**config.mk**
```make
export PLATFORM = sky130hd
export DESIGN_NAME = clause_array_ctrl_flat
export DESIGN_NICKNAME = d
export VERILOG_FILES = /design/src/rtl/sat_ctrl_pkg.sv /design/src/rtl/clause_array_ctrl_if.sv /design/src/rtl/clause_array_ctrl_phase_timer.sv /design/src/rtl/clause_array_ctrl.sv /design/src/flat_wrapper.sv
export SDC_FILE = /design/constraint.sdc
export NUM_CORES = 1
export LEC_CHECK = 0
export BUFFER_PORTS_ARGS = -buffer_cell sky130_fd_sc_hd__buf_4
export CORE_UTILIZATION = 45
export DETAILED_ROUTE_END_ITERATION = 6
export HOLD_SLACK_MARGIN = 0.08
export PLACE_DENSITY = 0.86
export SYNTH_ARGS = -nofsm -noshare
export SYNTH_HDL_FRONTEND = slang
export SYNTH_SLANG_ARGS = --single-unit
```
**constraint.sdc**
```tcl
create_clock -name clk -period 2.3 [get_ports clk]
set_input_delay 0.23 -clock clk [delete_from_list [all_inputs] [get_ports clk]]
set_output_delay 0.23 -clock clk [all_outputs]
set_load 0.02 [all_outputs]
```
**src/rtl/sat_ctrl_pkg.sv**
```systemverilog
// Shared types for the clause-array controller: FSM state encoding and
// array phase constants, plus the saturating statistics increment.
package sat_ctrl_pkg;

  typedef enum logic [2:0] {
    ST_IDLE,
    ST_LOAD,
    ST_IMP,
    ST_EVAL,
    ST_CCL,
    ST_BKT,
    ST_DONE
  } state_e;

  typedef logic [2:0] phase_t;

  localparam phase_t PHASE_NONE = 3'b000;
  localparam phase_t PHASE_IMP  = 3'b001;
  localparam phase_t PHASE_CCL  = 3'b010;
  localparam phase_t PHASE_BKT  = 3'b100;

  localparam int unsigned TIMER_W = 8;

  function automatic logic [15:0] sat_inc16(input logic [15:0] v);
    return (v == 16'hFFFF) ? v : v + 16'd1;
  endfunction

endpackage

```
**src/rtl/clause_array_ctrl_if.sv**
```systemverilog
// Bundle of host start/status, clause-source handshake and array-side
// signals of clause_array_ctrl; slave is the controller, master its environment.
interface clause_array_ctrl_if #(
  parameter int unsigned NUM_CLAUSES = 8,
  parameter int unsigned NUM_LITS    = 8,
  parameter int unsigned WIDTH_LVL   = 16
);
  localparam int unsigned NUM_W = $clog2(NUM_CLAUSES) + 1;

  logic                   load_start_i;
  logic [NUM_W-1:0]       load_num_i;
  logic                   clause_valid_i;
  logic                   clause_ready_o;
  logic [NUM_LITS*2-1:0]  clause_lits_i;
  logic [NUM_CLAUSES-1:0] wr_o;
  logic [NUM_LITS*2-1:0]  lit_o;
  logic                   bcp_start_i;
  logic                   bkt_start_i;
  logic                   imp_drv_o;
  logic                   cclause_drv_o;
  logic                   apply_bkt_o;
  logic [NUM_CLAUSES-1:0] cclause_i;
  logic [NUM_CLAUSES-1:0] clausesat_i;
  logic [WIDTH_LVL-1:0]   max_lvl_i;
  logic                   busy_o;
  logic                   done_o;
  logic                   conflict_o;
  logic                   all_sat_o;
  logic [WIDTH_LVL-1:0]   conflict_lvl_o;

  modport master (
    output load_start_i, load_num_i, clause_valid_i, clause_lits_i,
           bcp_start_i, bkt_start_i, cclause_i, clausesat_i, max_lvl_i,
    input  clause_ready_o, wr_o, lit_o, imp_drv_o, cclause_drv_o, apply_bkt_o,
           busy_o, done_o, conflict_o, all_sat_o, conflict_lvl_o
  );

  modport slave (
    input  load_start_i, load_num_i, clause_valid_i, clause_lits_i,
           bcp_start_i, bkt_start_i, cclause_i, clausesat_i, max_lvl_i,
    output clause_ready_o, wr_o, lit_o, imp_drv_o, cclause_drv_o, apply_bkt_o,
           busy_o, done_o, conflict_o, all_sat_o, conflict_lvl_o
  );

endinterface

```
**src/rtl/clause_array_ctrl_phase_timer.sv**
```systemverilog
// phase_timer: loadable down-counter that pulses expire on the last
// cycle of a window while run is held.
module phase_timer #(
  parameter int unsigned WIDTH = 8
) (
  input  logic             clk,
  input  logic             rst,
  input  logic             load,
  input  logic [WIDTH-1:0] load_val,
  input  logic             run,
  output logic             expire
);

  logic [WIDTH-1:0] count;

  always_ff @(posedge clk or negedge rst) begin
    if (!rst) begin
      count <= '0;
    end else if (load) begin
      count <= load_val;
    end else if (run && (count != '0)) begin
      count <= count - 1'b1;
    end
  end

  always_comb begin
    expire = run && (count == WIDTH'(1));
  end

endmodule

```
**src/rtl/clause_array_ctrl.sv**
```systemverilog
// Clause-array controller: loads clause rows, sequences propagation and
// backtrack phases. Optional conflict counter: CLAUSE_ARRAY_CTRL_STAT_EN.
module clause_array_ctrl
  import sat_ctrl_pkg::*;
#(
  parameter int unsigned NUM_CLAUSES = 8,
  parameter int unsigned NUM_LITS    = 8,
  parameter int unsigned WIDTH_LVL   = 16,
  parameter int unsigned IMP_CYCLES  = 4
) (
  input  logic        clk,
  input  logic        rst,
`ifdef CLAUSE_ARRAY_CTRL_STAT_EN
  output logic [15:0] conflict_cnt_o,
`endif
  clause_array_ctrl_if.slave bus
);

  localparam int unsigned NUM_W = $clog2(NUM_CLAUSES) + 1;
  localparam logic [NUM_W-1:0] MAX_NUM = NUM_W'(NUM_CLAUSES);

  state_e               state, state_nxt;
  phase_t               phase;
  logic [NUM_W-1:0]     ptr, num, num_sat;
  logic                 load_acc, ptr_inc;
  logic                 flags_clr, set_conflict, set_all_sat;
  logic                 timer_ld, timer_exp;
  logic                 conflict, all_sat;
  logic [WIDTH_LVL-1:0] conflict_lvl;

  phase_timer #(
    .WIDTH (TIMER_W)
  ) u_timer (
    .clk      (clk),
    .rst      (rst),
    .load     (timer_ld),
    .load_val (TIMER_W'(IMP_CYCLES)),
    .run      (state == ST_IMP),
    .expire   (timer_exp)
  );

  always_comb begin
    num_sat = (bus.load_num_i > MAX_NUM) ? MAX_NUM : bus.load_num_i;
  end

  always_ff @(posedge clk or negedge rst) begin
    if (!rst) begin
      state <= ST_IDLE;
    end else begin
      state <= state_nxt;
    end
  end

  always_comb begin
    state_nxt          = state;
    phase              = PHASE_NONE;
    load_acc           = 1'b0;
    ptr_inc            = 1'b0;
    flags_clr          = 1'b0;
    set_conflict       = 1'b0;
    set_all_sat        = 1'b0;
    timer_ld           = 1'b0;
    bus.clause_ready_o = 1'b0;
    bus.done_o         = 1'b0;
    unique case (state)
      ST_IDLE: begin
        // Start priority load > bkt > bcp; starts in other states are dropped
        if (bus.load_start_i) begin
          load_acc  = 1'b1;
          state_nxt = (num_sat == '0) ? ST_DONE : ST_LOAD;
        end else if (bus.bkt_start_i) begin
          flags_clr = 1'b1;
          state_nxt = ST_BKT;
        end else if (bus.bcp_start_i) begin
          flags_clr = 1'b1;
          timer_ld  = 1'b1;
          state_nxt = ST_IMP;
        end
      end
      ST_LOAD: begin
        bus.clause_ready_o = 1'b1;
        if (bus.clause_valid_i) begin
          ptr_inc = 1'b1;
          if (ptr == num - 1'b1) state_nxt = ST_DONE;
        end
      end
      ST_IMP: begin
        phase = PHASE_IMP;
        if (timer_exp) state_nxt = ST_EVAL;
      end
      ST_EVAL: begin
        if (|bus.cclause_i) begin
          state_nxt = ST_CCL;
        end else begin
          set_all_sat = &bus.clausesat_i;
          state_nxt   = ST_DONE;
        end
      end
      ST_CCL: begin
        phase        = PHASE_CCL;
        set_conflict = 1'b1;
        state_nxt    = ST_DONE;
      end
      ST_BKT: begin
        phase     = PHASE_BKT;
        flags_clr = 1'b1;
        state_nxt = ST_DONE;
      end
      ST_DONE: begin
        bus.done_o = 1'b1;
        state_nxt  = ST_IDLE;
      end
      default: state_nxt = ST_IDLE;
    endcase
  end

  always_comb begin
    bus.wr_o  = '0;
    bus.lit_o = '0;
    if ((state == ST_LOAD) && bus.clause_valid_i) begin
      bus.wr_o[ptr[NUM_W-2:0]] = 1'b1;
      bus.lit_o                = bus.clause_lits_i;
    end
    bus.busy_o         = (state != ST_IDLE);
    bus.imp_drv_o      = (phase == PHASE_IMP);
    bus.cclause_drv_o  = (phase == PHASE_CCL);
    bus.apply_bkt_o    = (phase == PHASE_BKT);
    bus.conflict_o     = conflict;
    bus.all_sat_o      = all_sat;
    bus.conflict_lvl_o = conflict_lvl;
  end

  always_ff @(posedge clk or negedge rst) begin
    if (!rst) begin
      ptr          <= '0;
      num          <= '0;
      conflict     <= 1'b0;
      all_sat      <= 1'b0;
      conflict_lvl <= '0;
    end else begin
      if (load_acc) begin
        ptr <= '0;
        num <= num_sat;
      end else if (ptr_inc) begin
        ptr <= ptr + 1'b1;
      end
      if (flags_clr) begin
        conflict     <= 1'b0;
        all_sat      <= 1'b0;
        conflict_lvl <= '0;
      end
      if (set_all_sat) all_sat <= 1'b1;
      if (set_conflict) begin
        conflict     <= 1'b1;
        conflict_lvl <= bus.max_lvl_i;
      end
    end
  end

`ifdef CLAUSE_ARRAY_CTRL_STAT_EN
  always_ff @(posedge clk or negedge rst) begin
    if (!rst) begin
      conflict_cnt_o <= '0;
    end else if (set_conflict) begin
      conflict_cnt_o <= sat_inc16(conflict_cnt_o);
    end
  end
`endif

endmodule
```
**src/flat_wrapper.sv**
```systemverilog
// flat-port wrapper written by rule: the top's interface ports become plain ports
module clause_array_ctrl_flat import sat_ctrl_pkg::*;
#(
  parameter int unsigned NUM_CLAUSES = 8,
  parameter int unsigned NUM_LITS    = 8,
  parameter int unsigned WIDTH_LVL   = 16,
  parameter int unsigned IMP_CYCLES  = 4
)
  (clk, rst, bus_load_start_i, bus_load_num_i, bus_clause_valid_i, bus_clause_lits_i, bus_bcp_start_i, bus_bkt_start_i, bus_cclause_i, bus_clausesat_i, bus_max_lvl_i, bus_clause_ready_o, bus_wr_o, bus_lit_o, bus_imp_drv_o, bus_cclause_drv_o, bus_apply_bkt_o, bus_busy_o, bus_done_o, bus_conflict_o, bus_all_sat_o, bus_conflict_lvl_o);
  clause_array_ctrl_if #(.NUM_CLAUSES(NUM_CLAUSES), .NUM_LITS(NUM_LITS), .WIDTH_LVL(WIDTH_LVL)) bus_i ();
  input  logic clk;
  input  logic rst;
  input wire logic [$bits(bus_i.load_start_i)-1:0] bus_load_start_i;
  input wire logic [$bits(bus_i.load_num_i)-1:0] bus_load_num_i;
  input wire logic [$bits(bus_i.clause_valid_i)-1:0] bus_clause_valid_i;
  input wire logic [$bits(bus_i.clause_lits_i)-1:0] bus_clause_lits_i;
  input wire logic [$bits(bus_i.bcp_start_i)-1:0] bus_bcp_start_i;
  input wire logic [$bits(bus_i.bkt_start_i)-1:0] bus_bkt_start_i;
  input wire logic [$bits(bus_i.cclause_i)-1:0] bus_cclause_i;
  input wire logic [$bits(bus_i.clausesat_i)-1:0] bus_clausesat_i;
  input wire logic [$bits(bus_i.max_lvl_i)-1:0] bus_max_lvl_i;
  output wire logic [$bits(bus_i.clause_ready_o)-1:0] bus_clause_ready_o;
  output wire logic [$bits(bus_i.wr_o)-1:0] bus_wr_o;
  output wire logic [$bits(bus_i.lit_o)-1:0] bus_lit_o;
  output wire logic [$bits(bus_i.imp_drv_o)-1:0] bus_imp_drv_o;
  output wire logic [$bits(bus_i.cclause_drv_o)-1:0] bus_cclause_drv_o;
  output wire logic [$bits(bus_i.apply_bkt_o)-1:0] bus_apply_bkt_o;
  output wire logic [$bits(bus_i.busy_o)-1:0] bus_busy_o;
  output wire logic [$bits(bus_i.done_o)-1:0] bus_done_o;
  output wire logic [$bits(bus_i.conflict_o)-1:0] bus_conflict_o;
  output wire logic [$bits(bus_i.all_sat_o)-1:0] bus_all_sat_o;
  output wire logic [$bits(bus_i.conflict_lvl_o)-1:0] bus_conflict_lvl_o;
  assign bus_i.load_start_i = bus_load_start_i;
  assign bus_i.load_num_i = bus_load_num_i;
  assign bus_i.clause_valid_i = bus_clause_valid_i;
  assign bus_i.clause_lits_i = bus_clause_lits_i;
  assign bus_i.bcp_start_i = bus_bcp_start_i;
  assign bus_i.bkt_start_i = bus_bkt_start_i;
  assign bus_i.cclause_i = bus_cclause_i;
  assign bus_i.clausesat_i = bus_clausesat_i;
  assign bus_i.max_lvl_i = bus_max_lvl_i;
  assign bus_clause_ready_o = bus_i.clause_ready_o;
  assign bus_wr_o = bus_i.wr_o;
  assign bus_lit_o = bus_i.lit_o;
  assign bus_imp_drv_o = bus_i.imp_drv_o;
  assign bus_cclause_drv_o = bus_i.cclause_drv_o;
  assign bus_apply_bkt_o = bus_i.apply_bkt_o;
  assign bus_busy_o = bus_i.busy_o;
  assign bus_done_o = bus_i.done_o;
  assign bus_conflict_o = bus_i.conflict_o;
  assign bus_all_sat_o = bus_i.all_sat_o;
  assign bus_conflict_lvl_o = bus_i.conflict_lvl_o;
  clause_array_ctrl #(.NUM_CLAUSES(NUM_CLAUSES), .NUM_LITS(NUM_LITS), .WIDTH_LVL(WIDTH_LVL), .IMP_CYCLES(IMP_CYCLES)) u_core (.clk(clk), .rst(rst), .bus(bus_i));
endmodule
```
# After elaboration in Yosys (flattened, before gate mapping)
# Cells that the tools add are included.
# totals
register_bits,37
latchBits,0
mem_bits_rw,0
mem_bits_ro,0
in_bits,58
out_inout_bits,48
mem_count,0
# classes
n_addsub,3
n_mul,0
div_mod_pow,0
magnitude_cmp,3
n_eq_ne,15
shift,0
n_mux,40
bitwise_logic,0
n_reduce_logical,16
# op_table
operator,count
2-to-1 mux 16 bit,3
2-to-1 mux 8 bit,3
2-to-1 mux 3 bit,7
2-to-1 mux 1 bit,19
case mux 3 bit (5 select lines),1
equality test 3 bit (second input constant),4
2-to-1 mux 4 bit,3
equality test 3 x 2 -> 1 bit (second input constant),3
case mux 3 bit (3 select lines),1
equality test 8 x 1 -> 1 bit (second input constant),1
AND reduction 8 bit,1
nonzero test 2 bit,4
nonzero test 8 bit,1
OR reduction 8 bit,1
subtractor 8 x 1 -> 8 bit (second input constant),1
equality test 3 x 1 -> 1 bit (second input constant),2
adder 4 x 1 -> 4 bit (second input constant),1
equality test 4 bit,1
greater-than comparator 4 bit (second input constant),1
logical AND 1 bit,4
logical NOT 4 bit,1
less-than comparator 3 x 4 -> 1 bit (second input constant),1
!= test 2 x 1 -> 1 bit (second input constant),2
!= test 4 bit (second input constant),1
other kinds (10),10

# Depth between registers and ports, before layout
# logic_depth
depth_word,6
mapped_depth,6
depth_no_buf,6

# By module
# A second synthesis with hierarchy kept.
# unflattened
hier_cells,261
hier_area_um2,2285.9
# modules_own_cells
module,instances,cells_each,area_per_inst_um2
clause_array_ctrl,1,197,1715.4
phase_timer,1,64,570.5

# Worst setup path before layout
# Ideal clock, no wire load.
# synth_timing
kind,register to output
startpoint,reg u_core.state[1]
endpoint,out bus_lit_o[10]
t_arrival_ps,1497
t_required_ps,2070
slack_ps,573
stages_incl_launch_ff,6
path_buffers,3
path_cell_list,dfrtp_1 buf_4 and4bb_2 clkbuf_1 clkbuf_1 and2_1
# synth_between
elab_chain_len,3
# synth_lines
item,line,text
start: declaration,clause_array_ctrl.sv:22,"state_e state, state_nxt;"
start signal: assignment,clause_array_ctrl.sv:50,state <= state_nxt;
equality test 3 x 1 -> 1 bit,clause_array_ctrl.sv:120,if ((state == ST_LOAD) && bus.clause_valid_i) begin
logical AND 1 bit,clause_array_ctrl.sv:120,
2-to-1 mux 16 bit,clause_array_ctrl.sv:120,
end: declaration,flat_wrapper.sv:24,output wire logic [$bits(bus_i.lit_o)-1:0] bus_lit_o;
# Every way passes these cells.

# Worst setup path after layout
# layout_timing
startpoint,reg u_core.state[1]
endpoint,out bus_wr_o[0]
# layout_between
elab_chain_len,3
# layout_lines
item,line,text
equality test 3 x 1 -> 1 bit,clause_array_ctrl.sv:120,
logical AND 1 bit,clause_array_ctrl.sv:120,
2-to-1 mux 8 bit,clause_array_ctrl.sv:120,
end: declaration,flat_wrapper.sv:23,output wire logic [$bits(bus_i.wr_o)-1:0] bus_wr_o;
# Every way passes these cells.

==> metrics.yaml <==
final_layout:
  layout-drive-gt1-share_pct: 39.8
  diodes: 0
  final_util_pct: 69.2
  final_nets: 371
  final_common_cell: "buf_4"
  final_cells: 361
  finalInstanceArea_um2: 2990
  syn_to_final_growth_pct: 48.0
  seqCellArea_um2: 926
  nFillCells: 354
  multi_input_area_um2: 1020
  layout_common_cells: "107 x buf_4, 37 x dfrtp_1, 17 x and2_1"
synth:
  syn_nets: 265
  synth.distinct_cells: 48
  synth-seq-cells: 37
  yosysWarnings: 0
  synthArstFlopShare_pct: 100
  synth-edff-count: 0
  syn_area_um2: 2020
  avgSynthCellArea_um2: 10.0
  synth-main-ff-cell: "dfrtp_1"
  ys_seq_area_share_pct: 45.8
  syn-instance-count: 202
status:
  status: "finished, final reports clean"
global_routing:
  grt_max_degree: 38
  grt_pass1_wl_um: 8450
  grt_overflow: 0
  antenna_found_initial: 0
  grt.total_usage_pct: 22.0
  grt_pass1_vias: 1831
setup_path:
  crit_path_top_delay_cell: "dfrtp_1"
  cp-end-kind: "output port"
  critPathMaxStageDelay_ns: 0.54
  required_ns: 2.07
  worstSetupStartpointType: "flip-flop"
  worst-endpoint-arrival_ns: 1.87
  path_delay_family: "simple AND/OR/NAND/NOR gates"
  worstPathMaxFanout: 21
  crit_chain: "and4bb_4 > nand2b_1 > nor3_1 > buf_4"
  crit_buf_inv: 1
  worstSetupPathType: "reg2out"
timing:
  hold-worst-slack_ns: 0.151
  fin_tns_setup_ns: 0
  final_max_slew_viol_count: 0
  period_share_pct: 91.2
  clock_skew_ns: 0.00731
  finalWorstSetupSlack_ns: 0.203
  timing.fmax_mhz: 477
  min_period_ns: 2.10
  tightest_slew_ns: 1.20
  rsz0062_at_grt: "no"
  relSlewSlack_pct: 19.6
  hold_violations: 0
  setup_viol_count_final: 0
floorplan:
  start_util_pct: 46.7
  num_io_pins: 106
  die-width_um: 69.0
  die_h_um: 69.0
  die_area_um2: 4760
  core-area_um2: 4320
  rows: 24
clocking:
  cts-buffers-inserted: 5
  post_cts_buffers: 0
  cts_htree_levels: 2
  cts_tree: "done"
  clock_sinks: 37
  root_buffer: "clkbuf_8"
  clk_latency_ns: 0.30
  clk_path_buf_depth: 2
  path_clk_slew_ns: 0.08
detailed_routing:
  routed_wl_um: 5050
  drc_errors: 0
  drtPass1Iterations: 6
  vias_per_cell: 5.25
  wl_per_cell_um: 14.0
  via_count: 1894
  ant_nets: 0
  drt-initial-drc-count: 117
pwr:
  power_density_nw_per_um2: 1150
  power_mw: 3.43
  ir_worst_vdd_uv: 501
  p_leak_nw: 1.50
placed_design:
  place_area_um2: 2840
  place_inst: 352
  gp_congestion: 0.890
  place_ws_ns: 0.402
  port_buffers: 105
  dp_hpwl_um: 3840
hold_path:
  min_path_type: "in2reg"
flow_run:
  maxCapViolCount: 0
per-layer routing:
layer  vias to the layer above  global-route usage [%]  share of wire [%]
li1                        929                       -                  -
met1                       882                    27.0                 43
met2                        78                    37.4                 49
met3                         5                    6.58                6.7
met4                         0                    6.12                1.1
met5                         -                       0                  0
cells by family (layout without fill, tap and decap cells):
group / count (synthesis) / count (layout) / share of synthesized area [%]
buffers and inverters: 17 / 124 / 3.96
flip-flops: 37 / 37 / 45.8
AND/OR/NAND/NOR: 88 / 88 / 25.2
adder cells (fa/ha/maj): 5 / 5 / 3.10
XOR/XNOR: 9 / 9 / 3.90
AO/OA/AOI/OAI: 43 / 43 / 16.5
multiplexers: 3 / 3 / 1.49
state kept, by name, indices dropped and copies added (netlist names):
name and count:
u_core.bus.conflict_lvl_o 16, u_core.u_timer.count 8, u_core.num 4, u_core.ptr 4, u_core.state 3, u_core.bus.all_sat_o 1, u_core.bus.conflict_o 1
worst paths after layout:
path                                                        start                                        end  cells past startpoint  slack [ns]
worst min register to register  u_core.bus.conflict_o$_DFFE_PN0P_          u_core.bus.conflict_o$_DFFE_PN0P_                      1        0.48
worst max-delay path                  u_core.state[1]$_DFFE_PN0P_                                bus_wr_o[0]                      4        0.20
worst max register to register        u_core.state[0]$_DFFE_PN0P_  u_core.bus.conflict_lvl_o[10]$_DFFE_PN0P_                      3        0.42
worst min-delay path                             bus_max_lvl_i[4]   u_core.bus.conflict_lvl_o[4]$_DFFE_PN0P_                      2        0.15
min in group asynchronous                                     rst        u_core.u_timer.count[4]$_DFFE_PN0P_                      2        0.42
max in group asynchronous                                     rst                  u_core.num[1]$_DFFE_PN0P_                      2        1.53
power by group:
| group | total [mW] | internal (mW) | switching, mW |
|---|---|---|---|
| logic | 1.56 | 0.758 | 0.803 |
| clock network | 0.688 | 0.437 | 0.252 |
| registers | 1.18 | 0.894 | 0.283 |
| total | 3.43 | 2.09 | 1.34 |
area by class of cell:
| cell class | instances | share of cell area, % |
|---|---|---|
| clock buffers | 5 | 2.30 |
| clock inverters | 3 | 2.30 |
| inverters | 8 | 1.00 |
| multi-input cells | 148 | 34.1 |
| flip-flops and latches | 37 | 31.0 |
| well taps | 52 | 2.18 |
| repair buffers | 108 | 27.2 |
Yosys cell counts (2+ instances only):
cell type,n,area share (%)
ha_1,5,3.1
o21ai_0,5,1.2
inv_1,8,1.5
or4_1,2,0.74
xor2_1,4,1.7
and3_1,2,0.62
o31ai_1,3,1.1
or3_1,2,0.62
clkbuf_1,3,0.56
o21bai_1,2,0.74
mux2i_1,3,1.5
nor3_1,12,3.0
nor4_1,2,0.62
a211oi_1,2,0.74
a22o_1,16,6.9
nand4_1,2,0.62
and2_1,17,5.3
nand2b_1,5,1.5
o21a_1,2,0.74
nand3_1,4,0.99
buf_2,3,0.74
nand2_1,11,2.0
xnor2_1,5,2.2
nand3b_1,3,1.1
nor2_1,16,3.0
dfrtp_1,37,46
a21oi_1,5,1.2
worst reg2reg max path: cells and delay by family (launching register included):
family           cells  cell delay (ns)
flip-flops           1             0.53
AND/OR/NAND/NOR      1             0.09
AO/OA/AOI/OAI        2             1.20
timing repair:
item | 4_1_cts | 5_1_grt
hold buffers | 1 | 0
endpoints found under the setup margin | 0 | 6
gates resized for setup | 0 | 1
endpoints found under the hold margin | 37 | 0
Note: power is estimated with default switching activity, not from simulation.
